===== config.mk =====
export PLATFORM = sky130hd
export DESIGN_NAME = usb_setup_decoder
export DESIGN_NICKNAME = d
export VERILOG_FILES = /design/src/rtl/usb_setup_decoder.sv
export SDC_FILE = /design/constraint.sdc
export NUM_CORES = 1
export LEC_CHECK = 0
export CELL_PAD_IN_SITES_DETAIL_PLACEMENT = 1
export CELL_PAD_IN_SITES_GLOBAL_PLACEMENT = 2
export CORE_MARGIN = 1
export CORE_UTILIZATION = 39
export CTS_CLUSTER_DIAMETER = 200
export DETAILED_ROUTE_END_ITERATION = 8
export PLACE_DENSITY = 0.93
export SYNTH_ARGS = -nofsm -noshare
export SYNTH_HDL_FRONTEND = slang
export SYNTH_SLANG_ARGS = --single-unit

===== constraint.sdc =====
create_clock -name USB_CLKIN -period 18.4 [get_ports USB_CLKIN]
set_input_delay 4.6 -clock USB_CLKIN [delete_from_list [all_inputs] [get_ports USB_CLKIN]]
set_output_delay 4.6 -clock USB_CLKIN [all_outputs]
set_load 0.03 [all_outputs]

===== src/rtl/usb_setup_decoder.sv =====
// rtl/usb_setup_decoder.sv - endpoint-0 SETUP token/DATA0 decoder with CRC16 check
//
// Purpose: match a SETUP token for this device/endpoint, capture the following
// 8-byte DATA0 request plus CRC16, and publish the standard request fields
// with a one-cycle setup_valid (good request) or setup_err (dropped request).
//
// Ports:
//   USB_CLKIN        clock, all logic on its rising edge
//   RST              asynchronous active-high reset
//   dev_addr         current device address
//   token_0/_strb    received token {crc5, ep, addr, pid} and its one-cycle strobe
//   pid_o            PID of the data packet in progress
//   data_o_0/_strb_0 received data byte stream (CRC16 bytes included)
//   data_o_end_0     clean end of packet pulse
//   data_o_fail_0    aborted packet pulse
//   bm_request_type, b_request, w_value, w_index, w_length  decoded request fields
//   setup_valid      one-cycle pulse: new request on the field outputs
//   setup_err        one-cycle pulse: a matched SETUP transaction was dropped

module usb_setup_decoder #(
    parameter int EP_NUM  = 0,
    parameter int TIMEOUT = 1024
) (
    input  logic        USB_CLKIN,
    input  logic        RST,
    input  logic [6:0]  dev_addr,
    input  logic [23:0] token_0,
    input  logic        token_0_strb,
    input  logic [7:0]  pid_o,
    input  logic [7:0]  data_o_0,
    input  logic        data_o_strb_0,
    input  logic        data_o_end_0,
    input  logic        data_o_fail_0,
    output logic [7:0]  bm_request_type,
    output logic [7:0]  b_request,
    output logic [15:0] w_value,
    output logic [15:0] w_index,
    output logic [15:0] w_length,
    output logic        setup_valid,
    output logic        setup_err
);

    localparam logic [1:0] ST_IDLE  = 2'd0;
    localparam logic [1:0] ST_WAIT  = 2'd1;
    localparam logic [1:0] ST_RECV  = 2'd2;
    localparam logic [1:0] ST_CHECK = 2'd3;

    localparam logic [7:0]  PID_SETUP  = 8'h2D;
    localparam logic [7:0]  PID_DATA0  = 8'hC3;
    localparam logic [15:0] CRC_INIT   = 16'hFFFF;
    // Register contents after running data plus the transmitted CRC16 bytes.
    localparam logic [15:0] CRC_RESID  = 16'hB001;
    localparam logic [3:0]  EP_BITS    = EP_NUM[3:0];
    localparam int          TW         = (TIMEOUT < 2) ? 1 : $clog2(TIMEOUT + 1);
    localparam logic [TW-1:0] TMO_LOAD = TW'(TIMEOUT);

    logic [1:0]    state_q, state_d;
    logic [15:0]   crc_q, crc_d;
    logic [3:0]    cnt_q, cnt_d;
    logic [TW-1:0] tmo_q, tmo_d;
    logic [63:0]   shadow_q, shadow_d;
    logic [63:0]   fields_q, fields_d;
    logic          valid_q, valid_d;
    logic          err_q, err_d;

    logic          setup_hit;
    logic [15:0]   crc_next;
    logic [3:0]    cnt_next;
    logic [63:0]   shadow_next;
    logic          crc5_unused;

    // Reflected CRC16 (poly 0x8005 -> 0xA001), data bits consumed LSB first.
    function automatic logic [15:0] crc16_byte(input logic [15:0] crc, input logic [7:0] b);
        logic [15:0] c;
        c = crc;
        for (int i = 0; i < 8; i++) begin
            if (c[0] ^ b[i]) begin
                c = (c >> 1) ^ 16'hA001;
            end else begin
                c = c >> 1;
            end
        end
        return c;
    endfunction

    // CRC5 of the token is not checked here; the multiplexer already filtered it.
    assign crc5_unused = ^token_0[23:19];

    assign setup_hit = token_0_strb
                    && (token_0[7:0]   == PID_SETUP)
                    && (token_0[14:8]  == dev_addr)
                    && (token_0[18:15] == EP_BITS);

    // Effect of absorbing the current byte; used by both WAIT_DATA and RECV.
    always_comb begin
        crc_next    = crc16_byte(crc_q, data_o_0);
        cnt_next    = (cnt_q == 4'hF) ? cnt_q : cnt_q + 4'd1;
        shadow_next = shadow_q;
        if (cnt_q < 4'd8) begin
            shadow_next[{cnt_q[2:0], 3'b000} +: 8] = data_o_0;
        end
    end

    always_comb begin
        state_d  = state_q;
        crc_d    = crc_q;
        cnt_d    = cnt_q;
        tmo_d    = tmo_q;
        shadow_d = shadow_q;
        fields_d = fields_q;
        valid_d  = 1'b0;
        err_d    = 1'b0;

        if (setup_hit) begin
            // A matching SETUP wins in every state and silently restarts capture.
            state_d = ST_WAIT;
            crc_d   = CRC_INIT;
            cnt_d   = 4'd0;
            tmo_d   = TMO_LOAD;
        end else begin
            case (state_q)
                ST_IDLE: begin
                end
                ST_WAIT: begin
                    if (token_0_strb) begin
                        err_d   = 1'b1;
                        state_d = ST_IDLE;
                    end else if (data_o_strb_0) begin
                        if (pid_o == PID_DATA0) begin
                            crc_d    = crc_next;
                            cnt_d    = cnt_next;
                            shadow_d = shadow_next;
                            if (data_o_fail_0) begin
                                err_d   = 1'b1;
                                state_d = ST_IDLE;
                            end else if (data_o_end_0) begin
                                state_d = ST_CHECK;
                            end else begin
                                state_d = ST_RECV;
                            end
                        end else begin
                            err_d   = 1'b1;
                            state_d = ST_IDLE;
                        end
                    end else if (tmo_q <= TW'(1)) begin
                        err_d   = 1'b1;
                        state_d = ST_IDLE;
                    end else begin
                        tmo_d = tmo_q - TW'(1);
                    end
                end
                ST_RECV: begin
                    if (data_o_strb_0) begin
                        crc_d    = crc_next;
                        cnt_d    = cnt_next;
                        shadow_d = shadow_next;
                    end
                    // The byte of this cycle is absorbed before end/fail is acted on.
                    if (data_o_fail_0) begin
                        err_d   = 1'b1;
                        state_d = ST_IDLE;
                    end else if (data_o_end_0) begin
                        state_d = ST_CHECK;
                    end
                end
                default: begin
                    if ((cnt_q == 4'd10) && (crc_q == CRC_RESID)) begin
                        fields_d = shadow_q;
                        valid_d  = 1'b1;
                    end else begin
                        err_d = 1'b1;
                    end
                    state_d = ST_IDLE;
                end
            endcase
        end
    end

    always_ff @(posedge USB_CLKIN or posedge RST) begin
        if (RST) begin
            state_q  <= ST_IDLE;
            crc_q    <= CRC_INIT;
            cnt_q    <= 4'd0;
            tmo_q    <= '0;
            shadow_q <= 64'd0;
            fields_q <= 64'd0;
            valid_q  <= 1'b0;
            err_q    <= 1'b0;
        end else begin
            state_q  <= state_d;
            crc_q    <= crc_d;
            cnt_q    <= cnt_d;
            tmo_q    <= tmo_d;
            shadow_q <= shadow_d;
            fields_q <= fields_d;
            valid_q  <= valid_d;
            err_q    <= err_d;
        end
    end

    assign bm_request_type = fields_q[7:0];
    assign b_request       = fields_q[15:8];
    assign w_value         = fields_q[31:16];
    assign w_index         = fields_q[47:32];
    assign w_length        = fields_q[63:48];
    assign setup_valid     = valid_q;
    assign setup_err       = err_q;

endmodule


* Word-level counts from Yosys, hierarchy flattened
Index checks and enable logic that the tools add are counted.
Word-level totals: bits in registers 163, bits of input ports 53, output and inout bits 66, logic and storage cells 124
Cells by class: add/sub/neg operators 3, magnitude comparators 2, equal/unequal tests 22, shifts and indexed selects 2, muxes and demuxes 54, bitwise operators 18, reduce and logical (&&, ||, !) cells 15
Operator list (count):
- $mux 64 | 5
- $mux 16 | 13
- $pmux 64 s2 | 1
- $bwmux 64 | 1
- $shift 8x8->64 const A | 1
- $shiftx 8x8->64 | 1
- $mux 11 | 5
- $pmux 16 s2 | 1
- $mux 4 | 6
- $not 2->3 | 8
- $eq 16x16->1 const B | 1
- $mux 2 | 8
- $ne 2x2->1 const B | 6
- $ne 3x3->1 const B | 4
- $le 11x1->1 const B | 1
- $mux 1 | 11
- $sub 11x1->11 const B | 1
- $eq 4x4->1 const B | 2
- $eq 8x6->1 const B | 1
- $eq 8x8->1 const B | 1
- $neg 6->8 | 1
- $pmux 4 s2 | 1
- $xor 1x1->1 | 8
- $eq 7x7->1 | 1
- other kinds (20) | 27

* Longest topological paths before layout
word-level depth 21, mapped depth 10, gate-level depth less buffers 8

* Worst setup path before layout
No wires, ideal clock.
path kind input-to-reg, start input token_0[4], end register shadow_q[10], setup time 0.125 ns, arrival 6.354 ns, data required time 18.275 ns, slack 11.921 ns, stages on the path 8, buffers on the path 2, cell sequence nor4bb_1 -> nand4_1 -> or4_1 -> buf_2 -> and3_1 -> buf_6 -> nand4_4 -> mux2_2
On the way: word-level cells in the longest chain between the ends 6
RTL lines:
- start, declared | line 27 | input logic [23:0] token_0,
- $eq 8x6->1 | line 90 | && (token_0[7:0] == PID_SETUP)
- $logic_and 1x1->1 | line 90
- $logic_and 1x1->1 | line 91 | && (token_0[14:8] == dev_addr)
- $logic_and 1x1->1 | line 92 | && (token_0[18:15] == EP_BITS);
- $not 1->1 (no line)
- $reduce_and 6->1 (no line)
- end signal, assigned | line 194 | shadow_q <= shadow_d;
- end, declared | line 61 | logic [63:0] shadow_q, shadow_d;
No other way between the ends. A chain may end at the register's enable or synchronous reset.

* Worst setup path after layout
start input token_0_strb, end register fields_q[39]
On the way: word-level cells in the longest chain between the ends 5
RTL lines:
- start, declared | line 28 | input logic token_0_strb,
- $logic_and 1x1->1 | line 90
- $logic_and 1x1->1 | line 91
- $logic_and 1x1->1 | line 92
- $not 1->1 (no line)
- $reduce_and 3->1 (no line)
- end signal, assigned | line 195 | fields_q <= fields_d;
- end, declared | line 62 | logic [63:0] fields_q, fields_d;
No other way between the ends.

==> impl_summary.log <==
[metrics] CORE AREA: 0.0180 sq mm
[metrics] wire length of the first global-routing pass: 27.4 mm
[metrics] area of all sequential standard cells: slightly above 0.004 sq mm
[metrics] Worst Path Class, Setup: input port to flop
[metrics] area of combinational cells with multiple inputs: a little under 0.003 sq mm
[metrics] Hold Crit Endpoint: fields_q[50]
[metrics] critical path peak fanout: 65
[metrics] Yosys Warn Count: 0
[metrics] largest voltage drop on the vdd net: roughly 0.057 mV
[metrics] residual antenna-violating net count after detailed routing: 0
[metrics] Hold WS: roughly 0.50 ns
[metrics] nets in the synthesized netlist: 595
[metrics] setup slack of the most critical reg-to-reg path: 15.22 ns
[metrics] Final Net Count: approximately 710
[metrics] clk buf depth: 2
[metrics] Reg2Reg Capture Point: shadow_q[39]
[metrics] final setup violation count: 0
[metrics] CP Launch Type: input port
[metrics] number of storage elements in the synthesis netlist: around 160
[metrics] PortBufs: roughly 110
[metrics] RSZ-0062 raised after global routing: false
[metrics] most instantiated flip-flop cell in the synthesis netlist: sky130_fd_sc_hd__dfrtp_1
[metrics] top-level I/O count: 119
[metrics] initial core utilization: 0.399
[metrics] placed cell areas: 0.00851 sq mm
[metrics] TritonCTS Buffers: 17
[metrics] Die Area: around 0.019 sq mm
[metrics] # clock sinks: ~160
[metrics] Internal Pwr Total: around 0.6 mW
[metrics] portion of the post-synthesis area used by sequential elements: 0.571
[metrics] largest area contributor in the netlist: sky130_fd_sc_hd__dfrtp_1
[metrics] total of max-cap violations: 0
[metrics] P&R area growth vs syn: 27.3%
[metrics] final worst slack: between 10 and 15 ns
[metrics] Vias per Instance: just over 5
[metrics] pin count of the biggest net entering global routing: 109
[metrics] total of hold buffers inserted after clock tree synthesis: 0
[metrics] number of remaining DRC errors: 0
[metrics] proportion of synthesized flip-flops having asynchronous set or reset: 1.00
[metrics] cell area after synthesis: just over 0.007 sq mm
[metrics] number of synthesized flops with an enable pin: 0
[metrics] Worst Max-Slew Pin Slew: a little under 1 ns
[metrics] Worst Hold Depth: 1
[metrics] Final HPWL DP: between 10 and 15 mm
[metrics] DIE WIDTH: 138 um
[metrics] TritonCTS clock tree: built
[metrics] Mean Syn Cell Area: about 14 sq um
[metrics] number of distinct library cell variants in the gate-level netlist after synthesis: slightly below 50
[metrics] final cycle utilization of the critical path: 0.391
[metrics] initial antenna violation count: 0
[metrics] power density normalized to cell area: around 84 mW/mm^2
[metrics] final weighted congestion in routability-driven placement: 0.778
[metrics] Max Fclk: 139 MHz
[metrics] reported leakage power: 4.37 nW
[metrics] CTS clock-pin slew for the worst setup and hold paths: approximately 0.060 ns
[metrics] Slew Limit Fails: 0
[metrics] total wire length: about 17 mm
[metrics] Hold Path Origin: shadow_q[50]
[metrics] total design power: a little under 0.8 mW
[metrics] class of the tightest hold or removal check: flop to flop
[metrics] endpoint kind of the worst setup timing path: flop
[metrics] num rows: 49
[metrics] routed wire length per instance: between 15 and 20 um
[metrics] worst path arrival time: roughly 7.5 ns
[metrics] switching share of total power: 0.210
[metrics] Req. time, crit path: 18.71 ns
[metrics] global router's overall resource usage: 0.196
[metrics] diode count: 0
[metrics] total count of hold-check failures in the final report: 0
[metrics] startpoint of the worst-slack reg-to-reg timing path: cnt_q[0]
[metrics] top-area cell type share of the netlist area: 0.512
[metrics] Layout Skew: around 0.0082 ns
[metrics] logic depth of the worst register-to-register path: 7
[metrics] sequential group share of total power: 0.466
[metrics] clock share of power: 0.491
[metrics] instance count of the mapped netlist: approximately 530
[metrics] Post-CTS Resized: 0
[metrics] biggest area contributors in the synthesized netlist: sky130_fd_sc_hd__dfrtp_1, sky130_fd_sc_hd__mux2_2, sky130_fd_sc_hd__dfstp_2
[metrics] reported net switching power: approximately 0.16 mW
[metrics] filler instances: 1,814
[metrics] clock root buffer master: sky130_fd_sc_hd__clkbuf_16
[metrics] fraction of final layout cells with drive strength greater than 1: 0.289
[metrics] die height: roughly 140 um
[metrics] run status: complete, no violations
[metrics] non-filler instance count after layout: between 800 and 900
[metrics] GR Overflow Total: 0
[metrics] clock latency on the worst-skew pair: roughly 0.43 ns
[metrics] post-layout min period: 7.19 ns
[metrics] end-of-flow core utilization: 0.507
[metrics] worst setup slack after placement: approximately 11 ns
[metrics] via count of the first global-routing pass: ~5,000
[metrics] combinational group share of total power: 0.043
[metrics] setup_tns: 0 ns
[metrics] dpl cells: roughly 850
[metrics] detailed-router iteration count before antenna repair: 4
[metrics] post-CTS setup buffer count: 0
[metrics] total via count in the routed design: between 4,000 and 5,000
[metrics] number of H-tree levels: 4
[metrics] design area: ~0.009 sq mm
[metrics] Slew headroom: 0.357
[metrics] drt first-iter violations: around 180
[worst max-delay path: stages]
cell and delay, ns:
sky130_fd_sc_hd__clkdlybuf4s50_1 0.51, sky130_fd_sc_hd__nor4b_2 0.21, sky130_fd_sc_hd__nand4_1 0.17, sky130_fd_sc_hd__or4_1 0.50, sky130_fd_sc_hd__buf_4 0.24, sky130_fd_sc_hd__nand2_2 0.09
sky130_fd_sc_hd__buf_4 0.65, sky130_fd_sc_hd__mux2_2 0.42
[cells in the mapped netlist, types with 2 or more instances]
cell / n
sky130_fd_sc_hd__mux2_2: 120
sky130_fd_sc_hd__o21ai_0: 8
sky130_fd_sc_hd__nand4_4: 2
sky130_fd_sc_hd__clkbuf_1: 13
sky130_fd_sc_hd__buf_2: 5
sky130_fd_sc_hd__nand3_4: 2
sky130_fd_sc_hd__nor4_1: 6
sky130_fd_sc_hd__or4_1: 2
sky130_fd_sc_hd__and2_1: 2
sky130_fd_sc_hd__xor2_1: 9
sky130_fd_sc_hd__o211ai_1: 2
sky130_fd_sc_hd__or3_1: 3
sky130_fd_sc_hd__dfrtp_1: 147
sky130_fd_sc_hd__and3b_1: 2
sky130_fd_sc_hd__a21oi_1: 5
sky130_fd_sc_hd__dfstp_2: 16
sky130_fd_sc_hd__o2111ai_1: 2
sky130_fd_sc_hd__ha_1: 10
sky130_fd_sc_hd__nor2_1: 18
sky130_fd_sc_hd__xnor2_1: 26
sky130_fd_sc_hd__buf_4: 6
sky130_fd_sc_hd__nand2_1: 38
sky130_fd_sc_hd__nand3_1: 12
sky130_fd_sc_hd__nor3_1: 8
sky130_fd_sc_hd__nand4_1: 4
sky130_fd_sc_hd__inv_1: 21
sky130_fd_sc_hd__nand4b_1: 2
sky130_fd_sc_hd__mux2i_1: 17
sky130_fd_sc_hd__nor4_4: 3
sky130_fd_sc_hd__and3_1: 2
[metal layers]
| layer | wire length (um) | GRT usage | vias up | part of all wire |
|---|---|---|---|---|
| met3 | 512 | 0.0408 | 23 | 0.030 |
| li1 | - | - | 2064 | - |
| met1 | 7210 | 0.234 | 2345 | 0.42 |
| met4 | 308 | 0.0755 | 0 | 0.018 |
| met5 | 0 | 0 | - | 0 |
| met2 | 9140 | 0.346 | 75 | 0.53 |
[sequential cells by signal, summed over array words and instances, names as in the netlist]
signal / count
tmo_q: 11
cnt_q: 4
fields_q: 64
crc_q: 16
state_q: 2
setup_valid: 1
shadow_q: 64
setup_err: 1
[cell families (layout without fill, tap and decap cells)]
group                    count (synthesis)  count (layout)  share of synthesized area
AO/OA/AOI/OAI                           23              23                     0.0219
XOR/XNOR                                37              37                     0.0481
adder cells (fa/ha/maj)                 10              10                     0.0174
buffers and inverters                   47             170                     0.0296
flip-flops                             163             163                      0.571
multiplexers                           137             137                      0.212
AND/OR/NAND/NOR                        115             115                      0.101
[power groups by stage]
| stage | clock, mW | combinational, mW | sequential, mW |
|---|---|---|---|
| after global routing | 0.401 | 0.0366 | 0.358 |
| final | 0.378 | 0.0334 | 0.359 |
| after CTS | 0.387 | 0.0344 | 0.359 |
| after floorplan | 0 | 0.0173 | 0.365 |
| after global placement | 0 | 0.0333 | 0.365 |
| after detailed placement | 0 | 0.0343 | 0.365 |
[cell type report]
type                       instances  area share
timing repair buffer             117       0.127
clock inverter                    12      0.0196
tap                              229      0.0313
inverter                          21     0.00916
sequential                       163       0.448
clock buffer                      20      0.0499
multi-input combinational        322       0.315
[how the worst max path moves through the flow]
| stage | to | cells after the start | from | slack, ns |
|---|---|---|---|---|
| 3_5_place_dp | fields_q[39] | 8 | token_0_strb | 10.78 |
| 4_1_cts | fields_q[39] | 8 | token_0_strb | 11.22 |
| 5_1_grt | fields_q[62] | 8 | token_0_strb | 11.06 |
| 3_3_place_gp | fields_q[3] | 8 | token_0[5] | 10.88 |
| 6_report | fields_q[39] | 8 | token_0_strb | 11.21 |
| 2_1_floorplan | cnt_q[0] | 1 | RST | 9.42 |
[layout by cell type (no fill, tap or decap), types with 4 or more instances in the layout]
master	netlist	final
sky130_fd_sc_hd__mux2_2	120	120
sky130_fd_sc_hd__a21oi_1	5	5
sky130_fd_sc_hd__nor3_1	8	8
sky130_fd_sc_hd__clkbuf_16	0	17
sky130_fd_sc_hd__nand2_1	38	37
sky130_fd_sc_hd__nand4_1	4	4
sky130_fd_sc_hd__mux2i_1	17	17
sky130_fd_sc_hd__buf_4	6	4
sky130_fd_sc_hd__nor4_1	6	5
sky130_fd_sc_hd__xnor2_1	26	26
sky130_fd_sc_hd__ha_1	10	10
sky130_fd_sc_hd__inv_1	21	20
sky130_fd_sc_hd__o21ai_0	8	8
sky130_fd_sc_hd__clkdlybuf4s50_1	0	113
sky130_fd_sc_hd__nor2_1	18	18
sky130_fd_sc_hd__dfstp_2	16	16
sky130_fd_sc_hd__bufinv_16	0	4
sky130_fd_sc_hd__dfrtp_1	147	147
sky130_fd_sc_hd__nand3_1	12	12
sky130_fd_sc_hd__xor2_1	9	9
Note: power is estimated with default switching activity, not from simulation.
